### config.mk
export PLATFORM = sky130hd
export DESIGN_NAME = adc_sequencer
export DESIGN_NICKNAME = d
export VERILOG_FILES = /design/src/rtl/adc_seq_pkg.sv /design/src/rtl/adc_sequencer_phase_cnt.sv /design/src/rtl/adc_sequencer.sv
export SDC_FILE = /design/constraint.sdc
export NUM_CORES = 1
export LEC_CHECK = 0
export CORE_ASPECT_RATIO = 0.5
export CORE_UTILIZATION = 46
export CTS_BUF_LIST = sky130_fd_sc_hd__clkbuf_8
export DETAILED_ROUTE_END_ITERATION = 7
export PLACE_DENSITY = 0.71
export REMOVE_ABC_BUFFERS = 1
export SLEW_MARGIN = 20
export SYNTH_ARGS = -nofsm -noshare
export SYNTH_HDL_FRONTEND = slang
export SYNTH_SLANG_ARGS = --single-unit
### constraint.sdc
create_clock -name clk -period 1.7 [get_ports clk]
set_clock_uncertainty 0.05 [all_clocks]
set_input_delay 0.34 -clock clk [delete_from_list [all_inputs] [get_ports clk]]
set_output_delay 0.34 -clock clk [all_outputs]
set_load 0.01 [all_outputs]
### src/rtl/adc_seq_pkg.sv
// Shared types and helpers for the SAR ADC sequencer: FSM states, strobe
// decode and counter sizing.
package adc_seq_pkg;

  typedef enum logic [2:0] {
    IDLE   = 3'd0,
    INIT   = 3'd1,
    SAMP   = 3'd2,
    COMP   = 3'd3,
    UPDATE = 3'd4,
    DONE   = 3'd5
  } state_e;

  typedef struct packed {
    logic init;
    logic samp;
    logic comp;
    logic update;
  } strobes_t;

  localparam int DEF_NBITS         = 8;
  localparam int DEF_INIT_CYCLES   = 1;
  localparam int DEF_SAMP_CYCLES   = 2;
  localparam int DEF_COMP_CYCLES   = 1;
  localparam int DEF_UPDATE_CYCLES = 1;

  function automatic int max4(input int a, input int b, input int c, input int d);
    int m;
    m = a;
    if (b > m) m = b;
    if (c > m) m = c;
    if (d > m) m = d;
    return m;
  endfunction

  // Down-counter holds at most (longest phase - 1).
  function automatic int cnt_width(input int max_cycles);
    return (max_cycles < 1) ? 1 : $clog2(max_cycles + 1);
  endfunction

  function automatic strobes_t phase_decode(input state_e s);
    strobes_t v;
    v = '{init: 1'b0, samp: 1'b0, comp: 1'b0, update: 1'b0};
    case (s)
      INIT:    v.init   = 1'b1;
      SAMP:    v.samp   = 1'b1;
      COMP:    v.comp   = 1'b1;
      UPDATE:  v.update = 1'b1;
      default: v        = '{init: 1'b0, samp: 1'b0, comp: 1'b0, update: 1'b0};
    endcase
    return v;
  endfunction

  localparam int DEF_CNT_W = cnt_width(max4(DEF_INIT_CYCLES, DEF_SAMP_CYCLES,
                                            DEF_COMP_CYCLES, DEF_UPDATE_CYCLES));
  localparam int DEF_BIT_W = $clog2(DEF_NBITS);

endpackage

### src/rtl/adc_sequencer_phase_cnt.sv
// Phase timer: loads (N-1) on phase entry and counts down to zero; the phase
// ends on the cycle the zero flag is high.
module seq_phase_cnt #(
  parameter int W = 2
) (
  input  logic         clk,
  input  logic         rst_n,
  input  logic         load,
  input  logic [W-1:0] load_val,
  input  logic         dec,
  output logic         zero
);

  logic [W-1:0] cnt_q, cnt_d;

  // Next count: load wins, otherwise decrement and hold at zero.
  always_comb begin
    cnt_d = cnt_q;
    if (load) begin
      cnt_d = load_val;
    end else if (dec && (cnt_q != {W{1'b0}})) begin
      cnt_d = cnt_q - {{(W-1){1'b0}}, 1'b1};
    end else begin
      cnt_d = cnt_q;
    end
  end

  // Count register.
  always_ff @(posedge clk or negedge rst_n) begin
    if (!rst_n) cnt_q <= {W{1'b0}};
    else        cnt_q <= cnt_d;
  end

  assign zero = (cnt_q == {W{1'b0}});

endmodule

### src/rtl/adc_sequencer.sv
// SAR ADC slice sequencer: phase FSM, MSB-first bit capture and a valid/ready
// result handoff with sticky overrun.
module adc_sequencer
  import adc_seq_pkg::*;
#(
  parameter int NBITS         = DEF_NBITS,
  parameter int INIT_CYCLES   = DEF_INIT_CYCLES,
  parameter int SAMP_CYCLES   = DEF_SAMP_CYCLES,
  parameter int COMP_CYCLES   = DEF_COMP_CYCLES,
  parameter int UPDATE_CYCLES = DEF_UPDATE_CYCLES
) (
  input  logic             clk,
  input  logic             rst_n,
  input  logic             start,
  input  logic             cont,
  input  logic             comp_out,
  output logic             seq_init,
  output logic             seq_samp,
  output logic             seq_comp,
  output logic             seq_update,
  output logic             busy,
  output logic [NBITS-1:0] result,
  output logic             result_valid,
  input  logic             result_ready,
  output logic             overrun
);

  localparam int CNT_W = cnt_width(max4(INIT_CYCLES, SAMP_CYCLES, COMP_CYCLES, UPDATE_CYCLES));
  localparam int BIT_W = $clog2(NBITS);

  state_e            state_q, state_d;
  strobes_t          strb_q, strb_d;
  logic              start_q, start_d;
  logic              busy_q, busy_d;
  logic [BIT_W-1:0]  bit_q, bit_d;
  logic [NBITS-1:0]  shift_q, shift_d;
  logic [NBITS-1:0]  result_q, result_d;
  logic              valid_q, valid_d;
  logic              overrun_q, overrun_d;
  logic [NBITS-1:0]  cap_s;
  logic              load_s, dec_s, zero_s;
  logic [CNT_W-1:0]  load_val_s;
  logic              last_bit_s, comp_end_s, write_s, start_acc_s;

  seq_phase_cnt #(.W(CNT_W)) u_phase_cnt (
    .clk      (clk),
    .rst_n    (rst_n),
    .load     (load_s),
    .load_val (load_val_s),
    .dec      (dec_s),
    .zero     (zero_s)
  );

  // A start is only accepted while idle; it launches INIT one cycle later.
  assign start_acc_s = start && (state_q == IDLE);
  assign start_d     = start_acc_s;
  assign last_bit_s  = (bit_q == BIT_W'(NBITS - 1));
  assign comp_end_s  = (state_q == COMP) && zero_s;
  assign write_s     = comp_end_s && last_bit_s;

  // Next-state logic.
  always_comb begin
    state_d = state_q;
    case (state_q)
      IDLE:    if (start_q) state_d = INIT;   else state_d = IDLE;
      INIT:    if (zero_s)  state_d = SAMP;   else state_d = INIT;
      SAMP:    if (zero_s)  state_d = COMP;   else state_d = SAMP;
      COMP: begin
        if (zero_s) state_d = last_bit_s ? DONE : UPDATE;
        else        state_d = COMP;
      end
      UPDATE:  if (zero_s)  state_d = COMP;   else state_d = UPDATE;
      DONE:    if (cont)    state_d = INIT;   else state_d = IDLE;
      default: state_d = IDLE;
    endcase
  end

  // Phase timer reloads on every state change with the new phase length.
  always_comb begin
    load_s = (state_d != state_q);
    dec_s  = !load_s;
    case (state_d)
      INIT:    load_val_s = CNT_W'(INIT_CYCLES - 1);
      SAMP:    load_val_s = CNT_W'(SAMP_CYCLES - 1);
      COMP:    load_val_s = CNT_W'(COMP_CYCLES - 1);
      UPDATE:  load_val_s = CNT_W'(UPDATE_CYCLES - 1);
      default: load_val_s = CNT_W'(0);
    endcase
  end

  // Bit index and capture: compare k lands in bit NBITS-1-k.
  always_comb begin
    bit_d   = bit_q;
    shift_d = shift_q;
    for (int i = 0; i < NBITS; i++) begin
      cap_s[i] = (i == (NBITS - 1 - int'(bit_q))) ? comp_out : shift_q[i];
    end
    if ((state_d == INIT) && (state_q != INIT)) begin
      bit_d = {BIT_W{1'b0}};
    end else if (comp_end_s && !last_bit_s) begin
      bit_d = bit_q + BIT_W'(1);
    end else begin
      bit_d = bit_q;
    end
    if (comp_end_s) shift_d = cap_s;
    else            shift_d = shift_q;
  end

  // Result handoff and overrun tracking.
  always_comb begin
    result_d  = result_q;
    valid_d   = valid_q;
    overrun_d = overrun_q;
    if (write_s) begin
      result_d = cap_s;
      valid_d  = 1'b1;
    end else if (valid_q && result_ready) begin
      valid_d  = 1'b0;
    end else begin
      valid_d  = valid_q;
    end
    if (start_acc_s) begin
      overrun_d = 1'b0;
    end else if (write_s && valid_q && !result_ready) begin
      overrun_d = 1'b1;
    end else begin
      overrun_d = overrun_q;
    end
  end

  // Strobes and busy are registered decodes of the next state.
  always_comb begin
    strb_d = phase_decode(state_d);
    busy_d = (state_d != IDLE);
  end

  // State and datapath registers.
  always_ff @(posedge clk or negedge rst_n) begin
    if (!rst_n) begin
      state_q   <= IDLE;
      strb_q    <= '{init: 1'b0, samp: 1'b0, comp: 1'b0, update: 1'b0};
      start_q   <= 1'b0;
      busy_q    <= 1'b0;
      bit_q     <= {BIT_W{1'b0}};
      shift_q   <= {NBITS{1'b0}};
      result_q  <= {NBITS{1'b0}};
      valid_q   <= 1'b0;
      overrun_q <= 1'b0;
    end else begin
      state_q   <= state_d;
      strb_q    <= strb_d;
      start_q   <= start_d;
      busy_q    <= busy_d;
      bit_q     <= bit_d;
      shift_q   <= shift_d;
      result_q  <= result_d;
      valid_q   <= valid_d;
      overrun_q <= overrun_d;
    end
  end

  assign seq_init     = strb_q.init;
  assign seq_samp     = strb_q.samp;
  assign seq_comp     = strb_q.comp;
  assign seq_update   = strb_q.update;
  assign busy         = busy_q;
  assign result       = result_q;
  assign result_valid = valid_q;
  assign overrun      = overrun_q;

endmodule
# Yosys cells after proc, flatten, opt, wreduce, memory -nomap -nowiden
# Cells that the tools add are included.
# Widths: inputs -> output; s select.
# totals
inputBits	6
romBits	0
latchBits	0
ram_bits	0
mem_count	0
reg_bits	32
wordCells	85
# classes
div	0
eq_ne	19
addsub	3
n_mul	0
shift	0
n_lt_le_gt_ge	0
n_mux	29
n_reduce_logical	21
bitwise	0
# ops
cell	count
$logic_not 32->1	1
$mux 1	21
$pmux 3 s6	1
$eq 4x4->1 const A	4
$eq 3x2->1 const B	4
$eq 3x3->1 const B	4
$mux 3	4
$reduce_bool 2->1	5
$logic_and 1x1->1	9
$eq 3x4->1 const A	2
$eq 3x1->1 const B	2
$mux 2	3
$eq 2x4->1 const A	1
$sub 3x3->4 const A	1
$add 3x1->3 const B	1
$logic_not 1->1	3
$logic_not 3->1	1
$ne 3x1->1 const B	1
$ne 3x3->1	1
$reduce_bool 3->1	1
$logic_not 2->1	1
$sub 2x1->2 const B	1

# Longest topological paths before layout
# Gate-level depths: netlist of the first run.
# depth
ltp_word	9
depth_mapped	9
depth_no_buf	7

# Hierarchy
# Synthesis of the first run repeated with hierarchy kept, for this count alone.
# hier_totals
cells_unflattened	155
hier_area_um2	1626.6
# modules_own_cells
module	area_per_inst_um2	seq_area_each_um2	cells_each	instances
adc_sequencer	1493.9	725.7	142	1
seq_phase_cnt	132.6	50.0	13	1

# Worst setup path before layout of the first run
# Ideal clock, no wire load.
# synth_path
path_kind	register to register
start	reg u_phase_cnt.cnt_q[0]
end	reg u_phase_cnt.cnt_q[0]
setup_ps	122
setup_slack_ps	-64
stages_incl_launch_ff	8
n_path_buf	2
arrival_ps	1593
cell_sequence	dfrtp_1 -> inv_1 -> ha_1 -> buf_4 -> or3_1 -> and4_4 -> buf_6 -> a32o_1
# synth_via
elab_chain_len	7
# synth_lines
element	line_no	rtl
start, declared	adc_sequencer_phase_cnt.sv:14	logic [W-1:0] cnt_q, cnt_d;
start signal, assigned	adc_sequencer_phase_cnt.sv:30	if (!rst_n) cnt_q <= {W{1'b0}};
start signal, assigned	adc_sequencer_phase_cnt.sv:31	else cnt_q <= cnt_d;
$logic_not 2->1	adc_sequencer_phase_cnt.sv:34	assign zero = (cnt_q == {W{1'b0}});
$mux 3, or another cell as far along	adc_sequencer.sv:72	UPDATE: if (zero_s) state_d = COMP; else state_d = UPDATE;
$pmux 3 s6	adc_sequencer.sv:64	case (state_q)
$ne 3x3->1	adc_sequencer.sv:80	load_s = (state_d != state_q);
$logic_not 1->1	adc_sequencer.sv:81	dec_s = !load_s;
$logic_and 1x1->1	adc_sequencer_phase_cnt.sv:21	end else if (dec && (cnt_q != {W{1'b0}})) begin
$reduce_bool 2->1 (no line)	--	
# Several ways; a longest one is shown, not always the timed one. The select of a mux whose other input is x is not followed.
# A chain may end at the register's enable or synchronous reset.

# Final worst setup path of the first run
# layout_path
start	reg u_phase_cnt.cnt_q[1]
end	reg result_q[1], in the netlist result[1]
# layout_via
elab_chain_len	3
# layout_lines
element	line_no	rtl
$logic_not 2->1	adc_sequencer_phase_cnt.sv:34	
$logic_and 1x1->1	adc_sequencer.sv:58	assign comp_end_s = (state_q == COMP) && zero_s;
$logic_and 1x1->1	adc_sequencer.sv:59	assign write_s = comp_end_s && last_bit_s;
end signal, assigned	adc_sequencer.sv:146	result_q <= {NBITS{1'b0}};
end signal, assigned	adc_sequencer.sv:156	result_q <= result_d;
end, declared	adc_sequencer.sv:37	logic [NBITS-1:0] result_q, result_d;
# No other way between the ends.

==> flow_results.org, run 1 <==
** GRT
- Entering global routing, the biggest net connects 32 pins.
- For this run the aggregate overflow at the end of global routing stands at 0.
- The via count of the first global-routing pass was 1079.
- Global-route wire length before repair :: 4960 um
- The number of antenna violations at the first check in global routing was 0.
- For this run, the total global-route usage over all layers was measured as 0.182.

** Worst setup path
- The critical path goes through inv_2 > ha_4 > buf_4 > nand4b_4 > or2_4 > buf_12 > nand2_1 > o21ai_2.
- Critical Path Start Type :: register
- Data on the critical path is required at its endpoint by 1.81 ns.
- Worst-path maximum fanout :: 15
- Timing endpoint of the critical path :: result[1]
- CP startpoint :: u_phase_cnt.cnt_q[1]
- Minimum setup slack among reg-to-reg paths :: 0.08 ns
- Launch instance of the worst register-to-register path :: u_phase_cnt.cnt_q[1]
- Crit Path Category :: reg2reg
- The worst setup path is captured at a register.
- In this run the number of cells on the critical path is 8.
- Data arrival time of the critical path :: 1.73 ns
- Gate family responsible for the most delay along the worst path :: simple AND/OR/NAND/NOR gates
- In this design, the stage delay of the slowest critical-path cell is 0.37 ns.
- Library cell contributing the largest single delay on the critical path :: dfrtp_1
- Counting cells, the worst reg-to-reg path comes to 8.
- The critical path contains buffers and inverters numbering 3 combined.
- In this run the critical register-to-register path is captured at result[1].

** Synthesis
- Synth Area per Inst :: 10.2 um^2
- Synthesis produced a netlist whose cell count is 153.
- Cell area after technology mapping :: 0.00157 mm^2
- Number of enable-type register cells in the synthesized netlist :: 0
- Register bit count reported by yosys :: 31
- Of all flip-flops after synthesis, the portion carrying an async set or reset was 1.00.
- Count of warnings emitted by yosys :: 0
- The share of the Yosys chip area taken by registers is 0.495.
- The most used flip-flop cell after synthesis is dfrtp_1.
- The netlist uses 37 different library cells.

** Final layout
- Counting the fill cells in the layout gives 249.
- Summing all multi-input logic gate instances after layout gives 742 um^2.
- Area used by sequential logic in the layout :: 777 um^2
- Leaving out filler cells and counting taps, the final layout contains 230.
- The repair_antennas step left the layout with diodes totalling 0.
- Nets@finish :: 202
- Of the cells placed in the final design, the portion with a size suffix greater than 1 is 0.253.
- The finished cells cover 0.00204 mm^2.
- Growth of design area from synthesis to finish :: 30.1%

** CTS
- Number of sinks on the clock net :: 31
- After clock tree synthesis, the clock-pin slew on the worst setup and hold paths is 0.06 ns.
- Total number of H-tree levels :: 2
- TritonCTS clock tree :: built
- In this run, CTS created clock tree buffers numbering 5.
- Number of hold buffers added after CTS :: 0
- Source-to-sink clock delay at the later pin of the worst-skew pair :: 0.28 ns
- Maximum count of clock buffers along a single path :: 2
- Clock tree synthesis selected as its root buffer the cell clkbuf_8.

** Timing
- For the pin with the worst max-slew slack, the measured transition is 0.428 ns.
- Worst rel slew slack :: 0.714
- For this run, the top clock speed supported by timing is 619 MHz.
- Setup-failing EPs final :: 0
- The number of hold violations in the final report is 0.
- In the finished design, the share of the clock period the worst path needs comes to 0.950.
- For the final routed database, the setup TNS stands at 0 ns.
- Final Max Slew Viols :: 0
- Minimum period implied by the final worst setup slack :: 1.62 ns

** Die
- The initial utilization of the core area, before any placement, comes to 0.503.
- The die is 84.6 um wide.
- The die is 43.3 um tall.
- Row cnt :: 14
- Pin placement for this block handled 21 I/O pins.
- In this run the standard cell core region covers 0.00312 mm^2.
- The floorplan step defined a die boundary enclosing 0.00366 mm^2.

** Power
- PwrDens :: 1580 mW/mm^2
- Summed over all cells, the static leakage comes to 0.000945 uW.
- Of the total power, registers draw 0.352.
- Final Total Pwr :: 3220 uW
- VDD IR max :: 0.872 mV
- The share of total power dissipated in combinational logic is 0.479.
- Sw Pwr :: 1170 uW
- Internal power of the cells :: 2050 uW
- Share of power burned in the clock network :: 0.169
- Switching Share :: 0.363

** Placement
- The placed instances occupy a cell area of 0.00188 mm^2.
- Buffers added on ports :: 20
- Routability-driven placement finished with a final weighted congestion of 0.798.
- After legalization and detailed placement, the total HPWL measured 2040 um.
- Cell count after placement :: 218

** Route
- Detailed Routing Iterations Pass 1 :: 6
- In the routed layout, each cell is associated on average with a via count of 5.06.
- Number of routed nets with antenna violations :: 0
- The detailed router finished its first iteration with 38 violations.
- Via count of the routed design :: 1164
- The routed design has 3000 um of wire.
- Average routed wire per standard cell :: 13.0 um
- After detailed routing, the number of remaining DRC violations is 2.

** Job
- Max cap viols :: 0

** Worst hold path
- HP Class :: in2async

** Status
- Result of the run :: finished with violations
- The final reports fail on design-rule violations.
## registers in the layout, indices dropped and copies added, names as in the netlist
name and flops:
overrun 1, start_q 1, u_phase_cnt.cnt_q 2, seq_init 1
shift_q 7, seq_update 1, busy 1, result_valid 1
result 8, state_q 3, seq_samp 1, seq_comp 1
bit_q 3
## synthesized netlist by cell type, types with 2 or more instances
master | n | share of area
clkbuf_1 | 2 | 0.0048
or3_1 | 2 | 0.0080
o21ai_0 | 9 | 0.029
buf_4 | 2 | 0.0096
mux2i_1 | 5 | 0.032
a211oi_1 | 2 | 0.0096
o21ai_1 | 2 | 0.0064
inv_1 | 11 | 0.026
mux2_2 | 7 | 0.050
nand3_1 | 5 | 0.016
nor2_1 | 12 | 0.029
ha_1 | 7 | 0.056
a31oi_1 | 4 | 0.016
a21oi_1 | 2 | 0.0064
buf_2 | 3 | 0.0096
dfrtp_1 | 31 | 0.49
nand3b_1 | 2 | 0.0096
buf_6 | 2 | 0.014
xnor2_1 | 2 | 0.011
a21boi_0 | 3 | 0.014
nor2b_1 | 2 | 0.0080
and2_1 | 2 | 0.0080
nand2_1 | 20 | 0.048
## worst min-delay path by stage
stage	slack, ns	endpoint	cells past startpoint	startpoint
after floorplan	-0.006	bit_q[0]	0	rst_n
after global placement	0.41	result[2]	2	result[2]
after detailed placement	0.42	result[6]	2	result[6]
after CTS	0.41	state_q[0]	2	rst_n
after global routing	0.44	start_q	2	rst_n
final	0.40	u_phase_cnt.cnt_q[1]	2	rst_n
## cell type report
type	count	share of cell area
clock buffers	5	0.0337
clock inverters	3	0.00613
inverters	11	0.0202
multi-input cells	102	0.364
flip-flops and latches	31	0.381
well taps	40	0.0245
repair buffers	38	0.171
## routing by layer
metal / track usage / part of all wire / vias to the layer above / wire length, um
met5: 0 / 0 / - / 0
met4: 0.0712 / 0.0077 / 0 / 23
met3: 0.0584 / 0.035 / 3 / 106
met2: 0.301 / 0.49 / 20 / 1460
met1: 0.224 / 0.47 / 549 / 1410
li1: - / - / 592 / -
## through the flow
step                hold WS, ns   util  setup WS [ns]
floorplan              -0.00559      -        -0.0449
global placement          0.409  0.602         0.0235
detailed placement        0.420  0.602         -0.102
CTS                       0.407  0.630         0.0164
global route              0.440  0.654       -0.00807
finish                    0.397  0.654         0.0843
## cell usage in the layout (no fill, tap or decap), drive strengths merged, types with 3 or more instances in the layout
cell type	instances
buf	18
dfrtp	31
mux2	7
o21ai	11
clkbuf	5
inv	13
nand2	20
ha	7
mux2i	5
clkdlybuf4s50	20
a21boi	3
nand3	5
a31oi	4
nor2	12
## timing repair
action | 4_1_cts | 5_1_grt
cloned | 0 | 0
setup endpoints to repair | 9 | 24
setup buffers | 0 | 4
gates resized for setup | 4 | 15
pin swaps | 1 | 4
## cells by family (layout without fill, tap and decap cells)
logic type / Yosys count / count (layout) / share of synthesized area
xor gates and xnor gates: 3 / 3 / 0.0168
DFF: 31 / 31 / 0.495
adders and majority gates: 7 / 7 / 0.0559
and+or+nand+nor: 53 / 53 / 0.178
buffers and inverters: 20 / 57 / 0.0646
muxes: 12 / 12 / 0.0822
AOI/OAI and AO/OA: 27 / 27 / 0.108
## power by group through the flow
stage	Combinational, uW	Clock [uW]	Sequential [uW]
CTS	1420	560	1120
global route	1700	601	1160
floorplan	843	0	1160
global placement	1380	0	1120
detailed placement	1410	0	1130
finish	1540	543	1130
(Power assumes the default switching activity.)
==> inputs of run 2 (changes only) <==
--- a/config.mk
+++ b/config.mk
@@ -9,7 +9,7 @@
 export CORE_UTILIZATION = 46
 export CTS_BUF_LIST = sky130_fd_sc_hd__clkbuf_8
 export DETAILED_ROUTE_END_ITERATION = 7
-export PLACE_DENSITY = 0.71
+export PLACE_DENSITY = 0.69
 export REMOVE_ABC_BUFFERS = 1
 export SLEW_MARGIN = 20
 export SYNTH_ARGS = -nofsm -noshare
==> constraint.sdc (replaced) <==
create_clock -name clk -period 1.8 [get_ports clk]
set_clock_uncertainty 0.05 [all_clocks]
set_input_delay 0.36 -clock clk [delete_from_list [all_inputs] [get_ports clk]]
set_output_delay 0.36 -clock clk [all_outputs]
set_load 0.01 [all_outputs]
==> run 2 against run 1 <==
The flow still finishes with violations (design-rule violations). Maximum frequency down 5.2%. Total power shrank 9.2%. Wire length is 11% lower. Core utilization is 2.6 points lower. Sequential share of layout area up 1.5 points. Sequential power down 5%.
==> flow_results.org, run 2 (synthesized netlist as in run 1, its figures left out) <==
** Status
- Result of the run :: finished with violations
- The checks that failed: design-rule violations.

** Final layout
- Compared with the post-synthesis result, the final layout area differs by 24.9%.
- Leading cell type in the layout, fill and taps excluded :: dfrtp_1
- Number of inserted diodes :: 0 (unchanged)
- In the layout the commonest cells are dfrtp_1, nand2_1, clkdlybuf4s50_1, inv_1, nor2_1.
- The fraction of layout instances using a drive strength above 1 came to 0.169 (-0.0832).
- Nets@finish :: 195 (-3.5%)
- The number of filler instances in the final layout is 253 (+1.6%).
- Max reg flops :: 8 (unchanged)

** Die
- The die area was 0.00366 mm^2 (unchanged).
- The number of placement rows came to 14 (unchanged).
- The core box area came to 0.00312 mm^2 (unchanged).
- IO Count :: 21 (unchanged)
- Initial standard-cell utilization of the core :: 0.503 (unchanged)
- Die H :: 43.3 um (unchanged)
- The width of the chip came to 84.6 um (unchanged).

** Worst setup path
- The worst setup path is launched from a register.
- R2r worst-path depth :: 6 (-2)
- Launch instance of the worst register-to-register path :: u_phase_cnt.cnt_q[0]
- Required time worst endpoint :: 1.91 ns (+0.10 ns)
- Data arrival time of the critical path :: 1.81 ns (+0.08 ns)
- The endpoint identified for the worst register-to-register timing path is bit_q[0].
- The flop-to-flop setup slack was 0.1 ns (about the same).
- The largest driver fanout on the critical path was 7 (-8).
- The setup path with the least slack is of type reg2reg.
- STA classifies the critical path endpoint as a register.

** Timing
- Setup repair after global routing could not meet its margin everywhere.
- Setup-failing EPs final :: 0 (unchanged)
- The number of hold violations in the final report came to 0 (unchanged).
- Share of the clock period used by the worst path :: 0.947 (-0.00356)
- The transition time of the tightest slew-check pin was 0.466 ns (+0.0382 ns).
- The final critical-path required period was 1.70 ns (+0.0886 ns).
- The worst slew slack as a fraction of its limit was 0.688 (-0.0255).
- The post-layout worst setup margin was 0.0956 ns (+0.0114 ns).
- Highest achievable clock rate :: 587 MHz (-5.2%)
- Final Max Slew Viols :: 0 (unchanged)
- The worst hold slack came to 0.423 ns (+0.0255 ns).

** CTS
- Clock slew at reported path FFs :: 0.06 ns (about the same)
- TritonCTS clock tree :: built
- Total number of H-tree levels :: 2 (unchanged)
- The sink count of the clock tree was 31 (unchanged).
- Source-to-sink clock delay at the later pin of the worst-skew pair :: 0.28 ns (about the same)
- The cell sitting at the root of the clock tree is a clkbuf_8.
- Number of hold buffers added after CTS :: 0 (unchanged)
- TritonCTS buffer count :: 5 (unchanged)
- Maximum count of clock buffers along a single path :: 2 (unchanged)

** Power
- The fraction of power spent switching nets was 0.349 (-0.0140).
- Sw Pwr :: 1020 uW (-13%)
- The highest ir drop seen on vdd came to 0.883 mV (+1.3%).
- The sequential share of power is 0.364 (+0.012).
- The clock power share is 0.200 (+0.031).
- PwrDens :: 1490 mW/mm^2 (-5.4%)
- The cell leakage power is 0.000912 uW (-3.5%).
- The fraction of power consumed by combinational cells came to 0.435 (-0.044).
- The internal power is 1900 uW (-7.2%).

** GRT
- Number of global-route vias before repair :: 1074 (-0.46%)
- The maximum number of pins on one net before global-route repair was 32 (unchanged).
- The total grt overflow was 0 (unchanged).
- Global router's overall resource usage :: 0.174 (-0.00778)
- The wire length of the first global-routing pass was 4740 um (-4.5%).
- Antenna violations before repair :: 0 (unchanged)

** Placement
- The final weighted congestion in routability-driven placement came to 0.748 (-6.3%).
- Worst Setup Slack post-DPL :: 0.0233 ns (+0.125 ns)
- The number of input and output port buffers inserted came to 20 (unchanged).
- The half-perimeter wire length after detailed placement is 1900 um (-6.7%).

** Job
- The number of maximum-capacitance constraint violations was 0 (unchanged).

** Route
- Count of unresolved DRC violations after routing :: 1 (-1)
- The iteration count of the initial detailed-routing pass came to 8 (+2).
- The overall via count from detail_route is 1112 (-4.5%).
- The post-detailed-route via-to-cell ratio was 4.99 (-1.5%).
- The average wire per standard cell was 12.0 um (-8.1%).
- The overall routed net length is 2670 um (-11%).
- Iteration-0 DRC Markers :: 36 (-5.3%)
- The number of antenna-violating nets in the routed design came to 0 (unchanged).

** Worst hold path
- The worst hold path belongs to the class in2async.
[run 2: routing by layer]
layer	global-route usage	part of all wire	vias to the layer above
met5	0	0	-
met4	0.0712	0.012	0
met3	0.0584	0.033	4
met2	0.272	0.43	17
met1	0.225	0.53	515
li1	-	-	576
[run 2: timing repair]
item                       CTS  global route
resized for setup            0             3
setup endpoints to repair    0            11
setup buffers                0             1
[run 2: how the worst max path moves through the flow]
stage,startpoint,to
finish,u_phase_cnt.cnt_q[0],bit_q[0]
global route,u_phase_cnt.cnt_q[0],bit_q[0]
CTS,u_phase_cnt.cnt_q[0],u_phase_cnt.cnt_q[0]
detailed placement,u_phase_cnt.cnt_q[0],u_phase_cnt.cnt_q[0]
global placement,u_phase_cnt.cnt_q[0],shift_q[5]
floorplan,u_phase_cnt.cnt_q[0],u_phase_cnt.cnt_q[0]
[run 2: worst max-delay path: stages, from the launching register on]
cell     delay, ns
dfrtp_1       0.39
inv_1         0.07
ha_2          0.25
mux2i_1       0.10
or3_1         0.33
a41oi_1       0.31
nor2_1        0.08
[run 2: stage by stage]
step	total power [uW]	std cells	TNS, ns	instance area [um^2]	util
global placement	2300	214	0	1850	0.592
finish	2920	223	0	1960	0.628
detailed placement	2330	214	0	1850	0.592
global route	3160	223	-0.0168	1960	0.628
CTS	2930	222	0	1950	0.624
floorplan	1890	144	0	1510	-
[run 2: power groups by stage]
| stage | clock, uW | combinational (uW) | sequential (uW) |
|---|---|---|---|
| after global routing | 640 | 1420 | 1100 |
| after global placement | 0 | 1220 | 1080 |
| final | 586 | 1270 | 1070 |
| after CTS | 607 | 1250 | 1070 |
| after floorplan | 0 | 796 | 1090 |
| after detailed placement | 0 | 1250 | 1080 |
[run 2: final cells by class]
cell class	count	area (um^2)	area share
clock inverter	1	3.75	0.00192
tap	40	50.0	0.0256
multi-input combinational	102	696	0.355
clock buffer	7	96.3	0.0492
sequential	31	776	0.396
timing repair buffer	31	295	0.151
inverter	11	41.3	0.0211
==> inputs of run 3 (changes only) <==
--- a/config.mk
+++ b/config.mk
@@ -5,6 +5,7 @@
 export SDC_FILE = /design/constraint.sdc
 export NUM_CORES = 1
 export LEC_CHECK = 0
+export ABC_CLOCK_PERIOD_IN_PS = 1800
 export CORE_ASPECT_RATIO = 0.5
 export CORE_UTILIZATION = 46
 export CTS_BUF_LIST = sky130_fd_sc_hd__clkbuf_8
==> results of run 3 <==
No change in the layout: final DEF, timing and power equal those of run 2.
